[config.mk]
export PLATFORM = sky130hd
export DESIGN_NAME = servo_move_sequencer
export DESIGN_NICKNAME = d
export VERILOG_FILES = /design/src/rtl/servo_move_sequencer.sv
export SDC_FILE = /design/constraint.sdc
export NUM_CORES = 1
export LEC_CHECK = 0
export ABC_AREA = 1
export BUFFER_PORTS_ARGS = -buffer_cell sky130_fd_sc_hd__buf_2
export CAP_MARGIN = 30
export CORE_MARGIN = 5
export CORE_UTILIZATION = 45
export DETAILED_ROUTE_END_ITERATION = 6
export HOLD_SLACK_MARGIN = 0.03
export PLACE_DENSITY = 0.59
export SETUP_SLACK_MARGIN = 0.3
export SLEW_MARGIN = 20
export SYNTH_ARGS = -nofsm -noshare
export SYNTH_HDL_FRONTEND = slang
export SYNTH_SLANG_ARGS = --single-unit
[constraint.sdc]
create_clock -name clk -period 3.4 [get_ports clk]
set_input_delay 0.34 -clock clk [delete_from_list [all_inputs] [get_ports clk]]
set_output_delay 0.34 -clock clk [all_outputs]
set_load 0.005 [all_outputs]
[src/rtl/servo_move_sequencer.sv]
// Timed motion scheduler: queues {direction, duration-ms} commands and plays them back
// in order to the servo PWM controller, finishing with a stop strobe.
module servo_move_sequencer #(
  parameter int CLK_FREQ_HZ = 50000000,
  parameter int QDEPTH      = 4,
  parameter int DUR_W       = 12
) (
  input  logic                      clk,
  input  logic                      reset,
  input  logic                      cmd_valid,
  input  logic [2:0]                cmd_dir,
  input  logic [DUR_W-1:0]          cmd_dur,
  output logic                      cmd_ready,
  input  logic                      abort,
  output logic [2:0]                direction,
  output logic                      use_servo,
  output logic                      busy,
  output logic                      cmd_done,
  output logic [$clog2(QDEPTH):0]   q_count
);

  localparam int CYC_PER_MS = CLK_FREQ_HZ / 1000;
  localparam int CW         = $clog2(CYC_PER_MS);
  localparam int AW         = $clog2(QDEPTH);

  typedef enum logic [1:0] {IDLE, LOAD, RUN, STOP} state_t;

  state_t             state, next_state;
  logic [2:0]         q_dir [QDEPTH];
  logic [DUR_W-1:0]   q_dur [QDEPTH];
  logic [AW-1:0]      wr_ptr, rd_ptr;
  logic [AW:0]        count;
  logic [2:0]         cur_dir, dir_q, strobe_dir;
  logic [DUR_W-1:0]   cur_dur, ms_left;
  logic [CW-1:0]      cyc;
  logic               full, empty, push, pop, strobe, done;

  assign full      = (count == (AW+1)'(QDEPTH));
  assign empty     = (count == '0);
  assign cmd_ready = !reset && !abort && !full;
  assign push      = cmd_valid && cmd_ready;

  always_ff @(posedge clk) begin
    if (push) begin
      q_dir[wr_ptr] <= (cmd_dir == 3'b111) ? 3'b000 : cmd_dir;
      q_dur[wr_ptr] <= cmd_dur;
    end
  end

  always_ff @(posedge clk) begin
    if (reset || abort) begin
      wr_ptr <= '0;
      rd_ptr <= '0;
      count  <= '0;
    end else begin
      if (push) wr_ptr <= wr_ptr + AW'(1);
      if (pop)  rd_ptr <= rd_ptr + AW'(1);
      count <= count + (AW+1)'(push) - (AW+1)'(pop);
    end
  end

  // The LOAD cycle is occupancy cycle 0, so RUN ends when the last ms reaches its final cycle.
  always_comb begin
    next_state = state;
    pop        = 1'b0;
    strobe     = 1'b0;
    strobe_dir = 3'b000;
    done       = 1'b0;
    case (state)
      IDLE: begin
        if (!empty) begin
          pop        = 1'b1;
          next_state = LOAD;
        end
      end
      LOAD: begin
        if (cur_dur == '0) begin
          done = 1'b1;
          if (empty) next_state = STOP;
          else       pop = 1'b1;
        end else begin
          strobe     = 1'b1;
          strobe_dir = cur_dir;
          next_state = RUN;
        end
      end
      RUN: begin
        if (ms_left == DUR_W'(1) && cyc == CW'(CYC_PER_MS - 1)) begin
          done = 1'b1;
          if (empty) next_state = STOP;
          else begin
            pop        = 1'b1;
            next_state = LOAD;
          end
        end
      end
      STOP: begin
        strobe     = 1'b1;
        next_state = IDLE;
      end
      default: next_state = IDLE;
    endcase
    if (abort) begin
      next_state = STOP;
      pop        = 1'b0;
      strobe     = 1'b0;
      done       = 1'b0;
    end
  end

  always_ff @(posedge clk) begin
    if (reset) begin
      state   <= IDLE;
      dir_q   <= 3'b000;
      cur_dir <= 3'b000;
      cur_dur <= '0;
      ms_left <= '0;
      cyc     <= '0;
    end else begin
      state <= next_state;
      if (pop) begin
        cur_dir <= q_dir[rd_ptr];
        cur_dur <= q_dur[rd_ptr];
      end
      if (strobe) dir_q <= strobe_dir;
      if (state == LOAD) begin
        ms_left <= cur_dur;
        cyc     <= CW'(1);
      end else if (state == RUN) begin
        if (cyc == CW'(CYC_PER_MS - 1)) begin
          cyc     <= '0;
          ms_left <= ms_left - DUR_W'(1);
        end else begin
          cyc <= cyc + CW'(1);
        end
      end
    end
  end

  assign use_servo = reset || strobe;
  assign direction = reset ? 3'b000 : (strobe ? strobe_dir : dir_q);
  assign cmd_done  = !reset && done;
  assign busy      = !reset && (state == LOAD || state == RUN || !empty);
  assign q_count   = reset ? '0 : count;

endmodule
==> impl_metrics.toml, run 1 <==
[logic_synthesis]
ys_types = 37
synthCells = 614
synth_warnings = 0
synth-edff-count = 60
async_flop_share_pct = 0
syn_area_um2 = 5380
ys_seq_area_share_pct = 54.0
avgSynthCellArea_um2 = 8.76
syn_nets = 647
synthFlopType = "edfxtp_1"
synth_seq_cells = 115

[setup_path]
cp-start-kind = "flip-flop"
worstSetupPathType = "reg2reg"
arrival_ns = 3.22
worst_setup_path_end_kind = "flip-flop"
critical_path_required_ns = 3.74
crit_fanout = 16

[global_routing]
grt_pass1_wl_um = 19400
gr-usage-all-layers_pct = 17.1
grt_antenna_before_repair = 0
grt_max_degree = 33
grt-ovfl-total = 0
first_global_vias = 4010

[floorplan]
ios = 29
row_count = 40
die_h_um = 119
die-area_um2 = 14200
start_util_pct = 45.3
core_area_um2 = 11900
die_x_um = 119

[layout]
final_common_cell = "nor2_1"
fillers = 1039
antenna_cells = 0
finalInstanceArea_um2 = 6340
layout_common_cells = "nor2_1, nand2_1, edfxtp_1"
area_delta_synth_final_pct = 17.9
nets = 689
post_route_cells_drive_above_1_share_pct = 15.7

[run_status]
status = "complete, no violations"

[cts]
insertion_delay_ns = 0.41
cts_hold_buf = 0
cts_num_sinks = 115
htree_levels = 4
cts-root-buf = "clkbuf_16"
cts_max_path_buffers = 2
tritoncts.num_buffers = 17
cts_tree = "built"
clk_pin_slew_ns = 0.05

[place]
gp_congestion = 0.878
port-buffer-count = 28
dp.final_hpwl_um = 7820
post_dp_cell_area_um2 = 5680

[sta]
relSlewSlack_pct = 46.5
period_needed_ns = 2.88
slew_viol_final = 0
finClkSkew_ns = 0.00896
post-route-period-util_pct = 84.8
finalHoldViolations = 0
tns_ns = 0
worstMarginPinSlew_ns = 0.802
max_freq_mhz = 347
setup_viol = 0
rsz0062_at_grt = "no"

[power]
powerDensity_nw_per_um2 = 610
p_leak_nw = 2.47
ir_worst_vdd_mv = 0.491

[routing]
firstDrtPassIters = 4
wire_per_inst_um = 14.0
vias = 4156
wl_um = 11400
drc = 0
ant_nets = 0
drtIter0Drc = 295
via_per_inst = 5.09

[worst_hold_path]
hp-class = "in2reg"

[job]
cap_violations = 0
==> critical path, stage by stage (launching register included) <==
cell and delay (ns):
dfxtp_1 0.40, inv_1 0.12, ha_1 0.38, inv_1 0.08, a21oi_1 0.15, nand2_2 0.12
nand2_8 0.11, nand2_4 0.08, clkinv_8 0.11, ha_1 0.23, inv_1 0.06, ha_1 0.13
inv_1 0.05, fa_1 0.38, or2_2 0.31, a21oi_1 0.11
==> metrics by stage <==
| stage | utilization [%] | hold WS [ns] | cells | worst slack, ns | power, W |
|---|---|---|---|---|---|
| global placement | 47.9 | 0.452 | 780 | 0.491 | 0.00206 |
| global route | 53.5 | 0.129 | 816 | 0.288 | 0.00406 |
| finish | 53.5 | 0.138 | 816 | 0.518 | 0.00387 |
| detailed placement | 47.9 | 0.460 | 780 | 0.383 | 0.00206 |
| CTS | 53.0 | 0.125 | 812 | 0.358 | 0.00387 |
| floorplan | - | 0.409 | 614 | 0.682 | 0.00194 |
==> worst paths after layout <==
kind	startpoint	endpoint	slack [ns]	cells after the start
worst max-delay path	state[0]$_SDFFE_PP0P_	count[2]$_SDFF_PP0_	0.52	15
worst min-delay path	cmd_dur[4]	q_dur[0][4]$_DFFE_PP_	0.14	1
worst max register to register	state[0]$_SDFFE_PP0P_	count[2]$_SDFF_PP0_	0.52	15
worst min register to register	ms_left[10]$_SDFFE_PP0P_	ms_left[10]$_SDFFE_PP0P_	0.47	2
==> state kept, by name (all words and copies together), names as in the netlist <==
name	cells
ms_left	12
cur_dir	3
state	2
q_dur	48
rd_ptr	2
count	3
dir_q	3
q_dir	12
cyc	16
wr_ptr	2
cur_dur	12
==> cells in the mapped netlist (2+ instances only) <==
library cell / n / area share, %
nor2_1: 139 / 9.7
nand2_1: 91 / 6.4
edfxtp_1: 60 / 33
dfxtp_1: 55 / 20
inv_1: 46 / 3.2
o21ai_0: 33 / 3.1
a21oi_1: 27 / 2.5
nand3_1: 21 / 2.0
nor2_2: 19 / 2.2
nand3b_1: 15 / 2.1
o32ai_1: 15 / 2.4
clkbuf_1: 14 / 0.98
ha_1: 13 / 3.0
nor3_1: 11 / 1.0
xor2_1: 7 / 1.1
nand4_1: 6 / 0.70
inv_2: 5 / 0.35
o21ai_1: 5 / 0.47
o21a_1: 4 / 0.56
a21boi_0: 3 / 0.42
a31oi_1: 3 / 0.35
a211oi_1: 2 / 0.28
buf_2: 2 / 0.19
clkinv_1: 2 / 0.14
nand2_2: 2 / 0.23
nand2_4: 2 / 0.42
or2_2: 2 / 0.23
==> cells by family after synthesis <==
logic type                 share of synthesized area (%)
AOI/OAI and AO/OA                                   10.4
buffers and inverters                               5.61
xor gates and xnor gates                            1.30
adders and majority gates                           3.40
DFF                                                 54.0
and+or+nand+nor                                     25.3
==> power by group <==
part	switching, W	total [W]	internal [W]
Sequential	0.0000386	0.00154	0.00151
Combinational	0.000334	0.000522	0.000188
Clock	0.000645	0.00180	0.00116
Total	0.00102	0.00387	0.00285
==> routing by layer <==
layer	up-vias	GRT usage, %	wire [µm]	share of wire (%)
li1	2141	-	-	-
met1	1931	22.2	5290	46
met2	69	27.9	5500	48
met3	15	4.51	479	4.2
met4	0	5.73	160	1.4
met5	-	0	0	0
==> cell type report <==
type | count | area, µm² | share of cell area (%)
Clock inverter | 15 | 178 | 2.80
Inverter | 54 | 215 | 3.39
Multi-Input combinational cell | 426 | 2180 | 34.4
Clock buffer | 17 | 425 | 6.71
Timing Repair Buffer | 42 | 253 | 3.99
Sequential cell | 115 | 2900 | 45.8
Tap cell | 147 | 184 | 2.90
==> repair_timing <==
action | in CTS | in global routing
buffers inserted | 0 | 3
resized for setup | 0 | 4
setup endpoints to repair | 0 | 1
No activity file was read; power rests on OpenSTA's default activity.
==> run 2: changes to the inputs <==
--- a/config.mk
+++ b/config.mk
@@ -12,7 +12,7 @@
 export CORE_UTILIZATION = 45
 export DETAILED_ROUTE_END_ITERATION = 6
 export HOLD_SLACK_MARGIN = 0.03
-export PLACE_DENSITY = 0.59
+export PLACE_DENSITY = 0.61
 export SETUP_SLACK_MARGIN = 0.3
 export SLEW_MARGIN = 20
 export SYNTH_ARGS = -nofsm -noshare
==> constraint.sdc (replaced) <==
create_clock -name clk -period 2.6 [get_ports clk]
set_input_delay 0.26 -clock clk [delete_from_list [all_inputs] [get_ports clk]]
set_output_delay 0.26 -clock clk [all_outputs]
set_load 0.005 [all_outputs]
==> impl_metrics.toml, run 2 (synthesis results as in run 1) <==
[routing]
ant_nets = 0
vias = 4328
wl_um = 11900
via_per_inst = 5.13
drtIter0Drc = 240
firstDrtPassIters = 5
drc = 0
wire_per_inst_um = 14.1

[setup_path]
reg2reg_slack_ns = 0.24
worstSetupPathType = "reg2reg"
crit_fanout = 7
worst_setup_path_end_kind = "flip-flop"
cp-start-kind = "flip-flop"
arrival_ns = 2.72
r2r_start = "state[1]$_SDFFE_PP0P_"
reg2reg_depth = 15
critPathSlowestCell = "dfxtp_4"
cpPeakStageDelay_ns = 0.38
path_buf_inv = 5
cpMostUsedCell = "ha_4"
worstPathCellList = "inv_1 -> ha_4 -> inv_1 -> a21oi_2 -> nand2_2 -> nand2_4 -> nand2_4 -> clkinv_4 -> ha_4 -> inv_2 -> ha_4 -> inv_2 -> fa_2 -> or2_4 -> a21oi_2"
r2r-end = "count[2]$_SDFF_PP0_"
critPathLaunch = "state[1]$_SDFFE_PP0P_"
critical_path_required_ns = 2.97
cp_top_family = "adder cells"

[place]
dp.final_hpwl_um = 7830
gp_congestion = 0.874
port-buffer-count = 28
post_dp_cell_area_um2 = 5840

[cts]
insertion_delay_ns = 0.43
cts_num_sinks = 115
cts_max_path_buffers = 2
cts_tree = "built"
cts_hold_buf = 0
tritoncts.num_buffers = 17
cts-root-buf = "clkbuf_16"
htree_levels = 4
clk_pin_slew_ns = 0.06

[run_status]
status = "complete, no violations"

[sta]
post-route-period-util_pct = 90.6
worstMarginPinSlew_ns = 0.527
period_needed_ns = 2.36
rsz0062_at_grt = "yes"
hold_slack_ns = 0.0542
finalHoldViolations = 0
relSlewSlack_pct = 64.6
slew_viol_final = 0
finClkSkew_ns = 0.0213
setup_viol = 0
max_freq_mhz = 424
tns_ns = 0

[layout]
fillers = 1047
largest_register = "q_dur"
finalInstanceArea_um2 = 6650
post_route_cells_drive_above_1_share_pct = 24.3
postLayoutCoreUtil_pct = 56.0
largest_register_ffs = 48
area_delta_synth_final_pct = 23.6
regArea_um2 = 2920
largest_registers = "q_dur (48), cyc (16)"
final_common_cell = "nor2_1"
nets = 716
multiInputGateArea_um2 = 2300
antenna_cells = 0
layout_common_cells = "nor2_1, nand2_1, edfxtp_1"

[floorplan]
die_x_um = 119
die-area_um2 = 14200
row_count = 40
die_h_um = 119
core_area_um2 = 11900
start_util_pct = 45.3
ios = 29

[global_routing]
grt_max_degree = 33
first_global_vias = 4270
gr-usage-all-layers_pct = 18.0
grt_antenna_before_repair = 0
grt_pass1_wl_um = 20400
grt-ovfl-total = 0

[worst_hold_path]
min_path_cells = 1
hp-class = "in2reg"
min_to = "q_dur[1][10]$_DFFE_PP_"
min_from = "cmd_dur[10]"

[power]
power_frac_clock_pct = 44.6
pwr-share-comb_pct = 15.7
total_power_w = 0.00508
switching_share_pct = 27.2
p_int_w = 0.00370
ir_worst_vdd_mv = 0.801
p_leak_nw = 2.60
p_sw_w = 0.00138
seqPwrFrac_pct = 39.8
powerDensity_nw_per_um2 = 765

[job]
cap_violations = 0
run 2: worst reg2reg max path, stage by stage (launching register included):
cell	delay (ns)
dfxtp_4	0.38
inv_1	0.09
ha_4	0.30
inv_1	0.07
a21oi_2	0.13
nand2_2	0.08
nand2_4	0.07
nand2_4	0.05
clkinv_4	0.06
ha_4	0.19
inv_2	0.06
ha_4	0.12
inv_2	0.03
fa_2	0.32
or2_4	0.23
a21oi_2	0.11
run 2: how the worst max path moves through the flow:
stage	endpoint	slack, ns	cells past startpoint
after global routing	count[2]$_SDFF_PP0_	0.08	19
final	count[2]$_SDFF_PP0_	0.24	15
after floorplan	count[2]$_SDFF_PP0_	0.11	20
after CTS	count[2]$_SDFF_PP0_	0.23	18
after global placement	count[2]$_SDFF_PP0_	0.20	17
after detailed placement	count[2]$_SDFF_PP0_	0.12	17
run 2: power groups by stage:
stage          Combinational [W]  Sequential, W  Clock [W]
2_1_floorplan           0.000518        0.00205          0
6_report                0.000797        0.00202    0.00227
3_3_place_gp            0.000682        0.00206          0
5_1_grt                 0.000903        0.00203    0.00241
3_5_place_dp            0.000690        0.00206          0
4_1_cts                 0.000745        0.00202    0.00231
run 2: area by class of cell:
type / count / area share, %
tap: 147 / 2.77
clock buffer: 17 / 6.40
multi-input combinational: 426 / 34.6
clock inverter: 15 / 2.37
inverter: 54 / 3.20
sequential: 115 / 43.9
timing repair buffer: 69 / 6.74
run 2: layer usage:
layer,up-vias,routed length [µm],track usage (%)
met1,2020,5500,23.0
li1,2202,-,-
met4,0,160,6.59
met3,17,396,4.65
met2,89,5820,29.5
met5,-,0,0
run 2: per-stage QoR:
stage | setup WS [ns] | std cells
after floorplan | 0.106 | 614
after global placement | 0.199 | 790
after detailed placement | 0.121 | 790
after CTS | 0.229 | 837
after global routing | 0.0789 | 843
final | 0.244 | 843
run 2: what timing repair did:
action                                  CTS  global route
gates resized for setup                   7            18
endpoints found under the setup margin    5            10
buffers inserted                         15             6
pin swaps                                 7            11
